`src/rtl/gamepad_pmod_rx.sv`:
```
// Gamepad PMOD receiver: synchronises latch/clk/data, deserialises a 24-bit
// two-controller frame and publishes registered button words per good frame.
module gamepad_pmod_rx #(
    parameter int SYNC_STAGES = 2
) (
    input  logic        clk,
    input  logic        rst_n,
    input  logic        pmod_latch,
    input  logic        pmod_clk,
    input  logic        pmod_data,
    output logic [11:0] pad1_buttons,
    output logic [11:0] pad2_buttons,
    output logic        pad1_present,
    output logic        pad2_present,
    output logic        frame_valid,
    output logic        frame_err
);
    localparam logic [4:0] FRAME_BITS = 5'd24;
    localparam logic [4:0] BITCNT_OVF = 5'd25;

    logic [SYNC_STAGES-1:0] latch_sync, clk_sync, data_sync;
    logic                   latch_prev, clk_prev;
    logic                   latch_rise, clk_rise;
    logic                   latch_evt, clk_evt, data_q;
    logic [23:0]            shreg;
    logic [4:0]             bitcnt;

    assign latch_rise = latch_sync[SYNC_STAGES-1] & ~latch_prev;
    assign clk_rise   = clk_sync[SYNC_STAGES-1] & ~clk_prev;

    always_ff @(posedge clk or negedge rst_n) begin
        if (!rst_n) begin
            latch_sync <= '0;
            clk_sync   <= '0;
            data_sync  <= '0;
            latch_prev <= 1'b0;
            clk_prev   <= 1'b0;
        end else begin
            latch_sync <= {latch_sync[SYNC_STAGES-2:0], pmod_latch};
            clk_sync   <= {clk_sync[SYNC_STAGES-2:0], pmod_clk};
            data_sync  <= {data_sync[SYNC_STAGES-2:0], pmod_data};
            latch_prev <= latch_sync[SYNC_STAGES-1];
            clk_prev   <= clk_sync[SYNC_STAGES-1];
        end
    end

    // Edges are registered once so the latch acts on a shreg that a following
    // clk edge cannot disturb; latch wins when both rise together.
    always_ff @(posedge clk or negedge rst_n) begin
        if (!rst_n) begin
            latch_evt <= 1'b0;
            clk_evt   <= 1'b0;
            data_q    <= 1'b0;
        end else begin
            latch_evt <= latch_rise;
            clk_evt   <= clk_rise & ~latch_rise;
            data_q    <= data_sync[SYNC_STAGES-1];
        end
    end

    always_ff @(posedge clk or negedge rst_n) begin
        if (!rst_n) begin
            shreg  <= '0;
            bitcnt <= '0;
        end else if (latch_evt) begin
            bitcnt <= '0;
        end else if (clk_evt) begin
            shreg <= {shreg[22:0], data_q};
            if (bitcnt != BITCNT_OVF)
                bitcnt <= bitcnt + 5'd1;
        end
    end

    // An all-ones word is an unplugged controller (pull-ups on the data line).
    always_ff @(posedge clk or negedge rst_n) begin
        if (!rst_n) begin
            pad1_buttons <= '0;
            pad2_buttons <= '0;
            pad1_present <= 1'b0;
            pad2_present <= 1'b0;
            frame_valid  <= 1'b0;
            frame_err    <= 1'b0;
        end else begin
            frame_valid <= 1'b0;
            frame_err   <= 1'b0;
            if (latch_evt) begin
                if (bitcnt == FRAME_BITS) begin
                    frame_valid  <= 1'b1;
                    pad2_present <= ~&shreg[23:12];
                    pad2_buttons <= (&shreg[23:12]) ? 12'h000 : shreg[23:12];
                    pad1_present <= ~&shreg[11:0];
                    pad1_buttons <= (&shreg[11:0]) ? 12'h000 : shreg[11:0];
                end else begin
                    frame_err <= 1'b1;
                end
            end
        end
    end

endmodule

```
`config.mk`:
```
export PLATFORM = sky130hd
export DESIGN_NAME = gamepad_pmod_rx
export DESIGN_NICKNAME = d
export VERILOG_FILES = /design/src/rtl/gamepad_pmod_rx.sv
export SDC_FILE = /design/constraint.sdc
export NUM_CORES = 1
export LEC_CHECK = 0
export CORE_MARGIN = 10
export CORE_UTILIZATION = 40
export DETAILED_ROUTE_END_ITERATION = 12
export PLACE_DENSITY = 0.58
export REMOVE_ABC_BUFFERS = 1
export SYNTH_ARGS = -nofsm -noshare
export SYNTH_HDL_FRONTEND = slang
export SYNTH_SLANG_ARGS = --single-unit
```
`constraint.sdc`:
```
create_clock -name clk -period 2.9 [get_ports clk]
set_input_delay 0.29 -clock clk [delete_from_list [all_inputs] [get_ports clk]]
set_output_delay 0.29 -clock clk [all_outputs]
set_load 0.01 [all_outputs]
```
==> results of run 1 <==
## logic make-up after synthesis
family | count (synthesis) | share of synthesized area [%]
AOI/OAI and AO/OA | 34 | 9.428
xor gates and xnor gates | 2 | 0.6347
adders and majority gates | 3 | 1.360
buffers and inverters | 19 | 4.216
DFF | 68 | 61.65
muxes | 24 | 12.51
and+or+nand+nor | 47 | 10.20
## per-stage QoR
stage	instances	setup WS, ps
detailed placement	299	1018
global route	313	836.7
floorplan	183	558.0
finish	313	984.8
CTS	313	993.1
global placement	299	1044
## worst max-delay path: stages, from the launching register on
cell	delay, ps
dfrtp_1	420
inv_1	90
ha_1	150
and4b_1	590
nand2_4	310
o2bb2ai_1	210
## placed cells by master, fill, tap and decap left out, types with 4 or more instances in the layout
cell type / count
dfrtp_1: 68
clkdlybuf4s50_1: 31
nand3_1: 26
o2bb2ai_1: 24
mux2_4: 20
clkbuf_8: 9
nand4_1: 8
a21oi_1: 7
mux2_1: 4
buf_4: 4
## per-layer routing
layer | share of wire (%) | vias up | routed length [um]
met5 | 0 | - | 0
li1 | - | 782 | -
met1 | 50 | 834 | 2537
met2 | 42 | 31 | 2125
met3 | 6.5 | 6 | 327
met4 | 1.1 | 0 | 56
## registers in the layout, summed over array words and instances (netlist names)
name / count
pad1_present: 1
frame_err: 1
shreg: 24
bitcnt: 5
frame_valid: 1
clk_sync: 2
pad2_buttons: 12
data_sync: 2
latch_sync: 2
pad2_present: 1
clk_evt: 1
clk_prev: 1
latch_evt: 1
pad1_buttons: 12
latch_prev: 1
data_q: 1
## power by group
part,internal [uW],total [uW],switching [uW]
clock,386,716,331
combinational,85.0,141,56.2
sequential,1020,1090,73.1
total,1490,1950,460
## worst paths after layout
check                           cells past startpoint                   from                          end
worst max-delay path                                5  bitcnt[0]$_DFFE_PN0P_  pad1_buttons[1]$_DFFE_PN0P_
worst min-delay path                                2                  rst_n  pad1_buttons[8]$_DFFE_PN0P_
worst max register to register                      5  bitcnt[0]$_DFFE_PN0P_  pad1_buttons[1]$_DFFE_PN0P_
worst min register to register                      0  clk_sync[0]$_DFF_PN0_        clk_sync[1]$_DFF_PN0_
max in group asynchronous                           2                  rst_n         shreg[0]$_DFFE_PN0P_
min in group clk                                    0  clk_sync[0]$_DFF_PN0_        clk_sync[1]$_DFF_PN0_
## cell type report
class                           instances  area, um2
Fill cell                             609       3477
Sequential cell                        68       1702
Clock inverter                          3      40.04
Timing Repair Buffer                   36      345.3
Inverter                                5      18.77
Tap cell                               80      100.1
Multi-Input combinational cell        110      942.2
Clock buffer                           11      131.4
==> results.sh, run 1 <==
export IMPL_area_growth_syn_to_layout_pct=18.81
export IMPL_ys_ff_latch=68
export IMPL_busiest_layer="met1"
export IMPL_cts_sinks=68
export IMPL_outcome="finished clean"
export IMPL_total_power_uw=1951
export IMPL_cp_end_kind="flop"
export IMPL_port_buffers=32
export IMPL_post_cts_buffers=0
export IMPL_syn_inst=197
export IMPL_start_util_pct=40.85
export IMPL_rsz0062_at_grt="no"
export IMPL_globalplace_congestion=0.7481
export IMPL_wirelength_um=5046
export IMPL_dp_final_hpwl_um=3140
export IMPL_grt_pass1_vias=1753
export IMPL_r2r_slack_ps=980
export IMPL_n_antenna_cell=0
export IMPL_worst_pin_slew_ps=846.7
export IMPL_max_cap_violations=0
export IMPL_rows=30
export IMPL_finalHoldViolations=0
export IMPL_final_util_pct=48.54
export IMPL_drive_above_1_share_pct=18.03
export IMPL_grt_pass1_wl_um=8894
export IMPL_finalSetupTns_ps=0
export IMPL_ctsRootBufferMaster="clkbuf_8"
export IMPL_avgViaCountPerCell=5.281
export IMPL_antenna_found_initial=0
export IMPL_path_class="flop to flop"
export IMPL_ys_top_cells_by_count="dfrtp_1, nand3_1, o2bb2ai_1"
export IMPL_h_tree_depth=3
export IMPL_firstDrtPassIters=4
export IMPL_max_slew_margin_pct=43.56
export IMPL_die_w_um=103.1
export IMPL_finalCritPeriodShare_pct=66.04
export IMPL_path_clk_slew_ps=70
export IMPL_drt_drc_violations_left=0
export IMPL_whs_ps=118.9
export IMPL_drt_first_iter_violations=100
export IMPL_yosysTopAreaCellShare_pct=61.65
export IMPL_die_area_um2=10620
export IMPL_yosysWarnings=0
export IMPL_syn_area_um2=2760
export IMPL_grt_ovfl_total=0
export IMPL_final_area_um2=3279
export IMPL_grt_max_degree=69
export IMPL_grt_use_met3_pct=4.088
export IMPL_hold_buffers=0
export IMPL_worstPathRequired_ps=3080
export IMPL_ys_types=26
export IMPL_avgSynthCellArea_um2=14.01
export IMPL_synth_edf_count=0
export IMPL_cts_resized=0
export IMPL_skew_ps=7.387
export IMPL_use_met2_pct=14.38
export IMPL_slew_violations=0
export IMPL_synth_area_leaders="dfrtp_1, mux2_4, o2bb2ai_1, nand3_1, nand4_1"
export IMPL_yosysTopAreaCell="dfrtp_1"
export IMPL_coreArea_um2=6756
export IMPL_hold_path_class="input pin to asynchronous set/reset pin"
export IMPL_arrival_ps=2100
export IMPL_p_leak_uw=0.001475
export IMPL_seq_area_frac_synth_pct=61.65
export IMPL_cts_tree="yes"
export IMPL_numCtsBuffers=9
export IMPL_cp_max_fo=25
export IMPL_post_dp_cell_area_um2=3108
export IMPL_grt_util_met1_pct=14.73
export IMPL_clkLatencyLatePin_ps=330
export IMPL_synthFlopType="dfrtp_1"
export IMPL_max_clock_freq_mhz=522.1
export IMPL_grtUsageTotal_pct=10.81
export IMPL_yosysMostFrequentCell="dfrtp_1"
export IMPL_final_antenna_net_count=0
export IMPL_synthArstFlopShare_pct=100.0
export IMPL_powerDensity_nw_per_um2=595.0
export IMPL_start_kind="flop"
export IMPL_clk_path_buf_depth=2
export IMPL_wire_per_inst_um=16.12
export IMPL_finalSetupViolations=0
export IMPL_die_y_um=103.1
export IMPL_via_count=1653
export IMPL_num_io_pins=33
export IMPL_fin_crit_ps=1915
export IMPL_final_nets=238
export IMPL_ir_drop_uv=321.6
No activity file was read; power rests on OpenSTA's default activity.
==> run 2, diff against run 1 <==
clock period = 2 ns   (was 2.9 ns; I/O delays follow)
==> results.sh, run 2 (same netlist as run 1, synthesis figures left out) <==
export IMPL_hold_path_class="input pin to flop"
export IMPL_total_power_uw=3096
export IMPL_die_area_um2=10620
export IMPL_grtUsageTotal_pct=10.90
export IMPL_outcome="finished clean"
export IMPL_intPower_uw=2377
export IMPL_slew_violations=0
export IMPL_p_sw_uw=719.3
export IMPL_slowest_delay_ps=430
export IMPL_finalHoldViolations=0
export IMPL_drt_drc_violations_left=0
export IMPL_clkLatencyLatePin_ps=330
export IMPL_firstDrtPassIters=4
export IMPL_final_nets=243
export IMPL_antenna_found_initial=0
export IMPL_regMostFlops="shreg"
export IMPL_final_cell_mix="dfrtp_1, clkdlybuf4s50_1, nand3_1, o2bb2ai_1, mux2_4"
export IMPL_reg_top3="shreg (24), pad1_buttons (12), pad2_buttons (12)"
export IMPL_final_area_um2=3383
export IMPL_ir_drop_uv=419.7
export IMPL_rsz0062_at_grt="no"
export IMPL_wire_per_inst_um=16.25
export IMPL_dp_final_hpwl_um=3223
export IMPL_arrival_ps=1840
export IMPL_final_util_pct=50.07
export IMPL_drt_first_iter_violations=74
export IMPL_grt_ovfl_total=0
export IMPL_die_w_um=103.1
export IMPL_path_class="flop to flop"
export IMPL_fin_crit_ps=1586
export IMPL_globalplace_congestion=0.7179
export IMPL_dp_slack_ps=440.8
export IMPL_start_kind="flop"
export IMPL_wirelength_um=5201
export IMPL_final_common_cell="dfrtp_1"
export IMPL_post_dp_cell_area_um2=3138
export IMPL_comb_power_share_pct=6.8
export IMPL_num_io_pins=33
export IMPL_cts_tree="yes"
export IMPL_grt_pass1_vias=1771
export IMPL_cp_slowest_cell="dfrtp_1"
export IMPL_cts_resized=0
export IMPL_worstPathRequired_ps=2250
export IMPL_finalCritPeriodShare_pct=79.31
export IMPL_h_tree_depth=3
export IMPL_n_antenna_cell=0
export IMPL_cp_end_kind="flop"
export IMPL_start_util_pct=40.85
export IMPL_sw_frac_of_total_pct=23.23
export IMPL_powerDensity_nw_per_um2=915.1
export IMPL_coreArea_um2=6756
export IMPL_grt_max_degree=40
export IMPL_port_buffers=32
export IMPL_clk_path_buf_depth=2
export IMPL_worst_pin_slew_ps=489.5
export IMPL_via_count=1644
export IMPL_avgViaCountPerCell=5.138
export IMPL_max_clock_freq_mhz=630.4
export IMPL_power_share_clock_pct=41.8
export IMPL_p_leak_uw=0.001523
export IMPL_die_y_um=103.1
export IMPL_cp_cell_sequence="inv_1 > ha_1 > and4b_1 > buf_4 > nand3_1 > o2bb2ai_1"
export IMPL_drive_above_1_share_pct=20.83
export IMPL_cp_max_fo=27
export IMPL_finalSetupViolations=0
export IMPL_pwr_share_seq_pct=51.4
export IMPL_skew_ps=8.757
export IMPL_path_clk_slew_ps=80
export IMPL_worst_slack_ps=413.7
export IMPL_largest_reg_flops=24
export IMPL_rows=30
export IMPL_grt_pass1_wl_um=8949
export IMPL_final_antenna_net_count=0
export IMPL_max_cap_violations=0
export IMPL_max_slew_margin_pct=67.37
export IMPL_ctsRootBufferMaster="clkbuf_8"
export IMPL_cts_sinks=68
export IMPL_numCtsBuffers=9
export IMPL_area_growth_syn_to_layout_pct=22.57
## run 2: changes by cell type in the layout (fill, tap and decap cells not counted), sizes merged
| cell | change |
|---|---|
| buf | +4 |
| clkinvlp | +2 |
| bufinv | +1 |
| clkinv | -1 |
| dlygate4sd3 | +1 |
## run 2: per-layer routing
layer / share of wire [%] / up-vias / global-route usage (%)
met5: 0 / - / 0
met4: 1.4 / 0 / 5.134
met3: 5.4 / 7 / 3.887
met2: 43 / 34 / 14.87
met1: 50 / 803 / 14.93
li1: - / 800 / -
## run 2: path summary, 6_finish.rpt
kind	from	endpoint	slack, ps	cells after the start
max in group asynchronous	rst_n	shreg[20]$_DFFE_PN0P_	1200	3
hold / removal	pmod_clk	clk_sync[0]$_DFF_PN0_	300	1
setup reg to reg	bitcnt[0]$_DFFE_PN0P_	pad1_buttons[10]$_DFFE_PN0P_	410	6
min in group asynchronous	rst_n	pad2_buttons[0]$_DFFE_PN0P_	410	3
hold reg to reg	latch_sync[0]$_DFF_PN0_	latch_sync[1]$_DFF_PN0_	350	0
setup / recovery	bitcnt[0]$_DFFE_PN0P_	pad1_buttons[10]$_DFFE_PN0P_	410	6
## run 2: layout make-up
| class | count | area (um2) |
|---|---|---|
| Fill cell | 599 | 3373 |
| Sequential cell | 68 | 1702 |
| Multi-Input combinational cell | 110 | 942.2 |
| Timing Repair Buffer | 41 | 385.4 |
| Clock buffer | 11 | 151.4 |
| Tap cell | 80 | 100.1 |
| Clock inverter | 5 | 83.83 |
| Inverter | 5 | 18.77 |
## run 2: metrics by stage
step	TNS [ps]	instances	hold slack, ps
floorplan	-7550	183	-95.59
global placement	0	303	246.4
detailed placement	0	303	248.1
CTS	0	320	288.5
global route	0	320	301.7
finish	0	320	304.0
## run 2: power groups by stage
| stage | Sequential (uW) | Clock (uW) | Combinational, uW |
|---|---|---|---|
| 2_1_floorplan | 1580 | 0 | 145 |
| 3_3_place_gp | 1620 | 0 | 205 |
| 3_5_place_dp | 1620 | 0 | 209 |
| 4_1_cts | 1590 | 1320 | 216 |
| 5_1_grt | 1610 | 1390 | 236 |
| 6_report | 1590 | 1290 | 211 |
## run 2: critical path, delay by kind of cell, from the launching register on
kind | cells | cell delay (ps)
AND/OR/NAND/NOR | 2 | 380
buffers and inverters | 2 | 400
flip-flops | 1 | 430
adder cells (fa/ha/maj) | 1 | 140
AO/OA/AOI/OAI | 1 | 150
## run 2: repair_timing
| action | CTS | global route |
|---|---|---|
| hold endpoints to repair | 68 | 0 |
| buffers inserted | 0 | 0 |
| hold buffers | 1 | 0 |
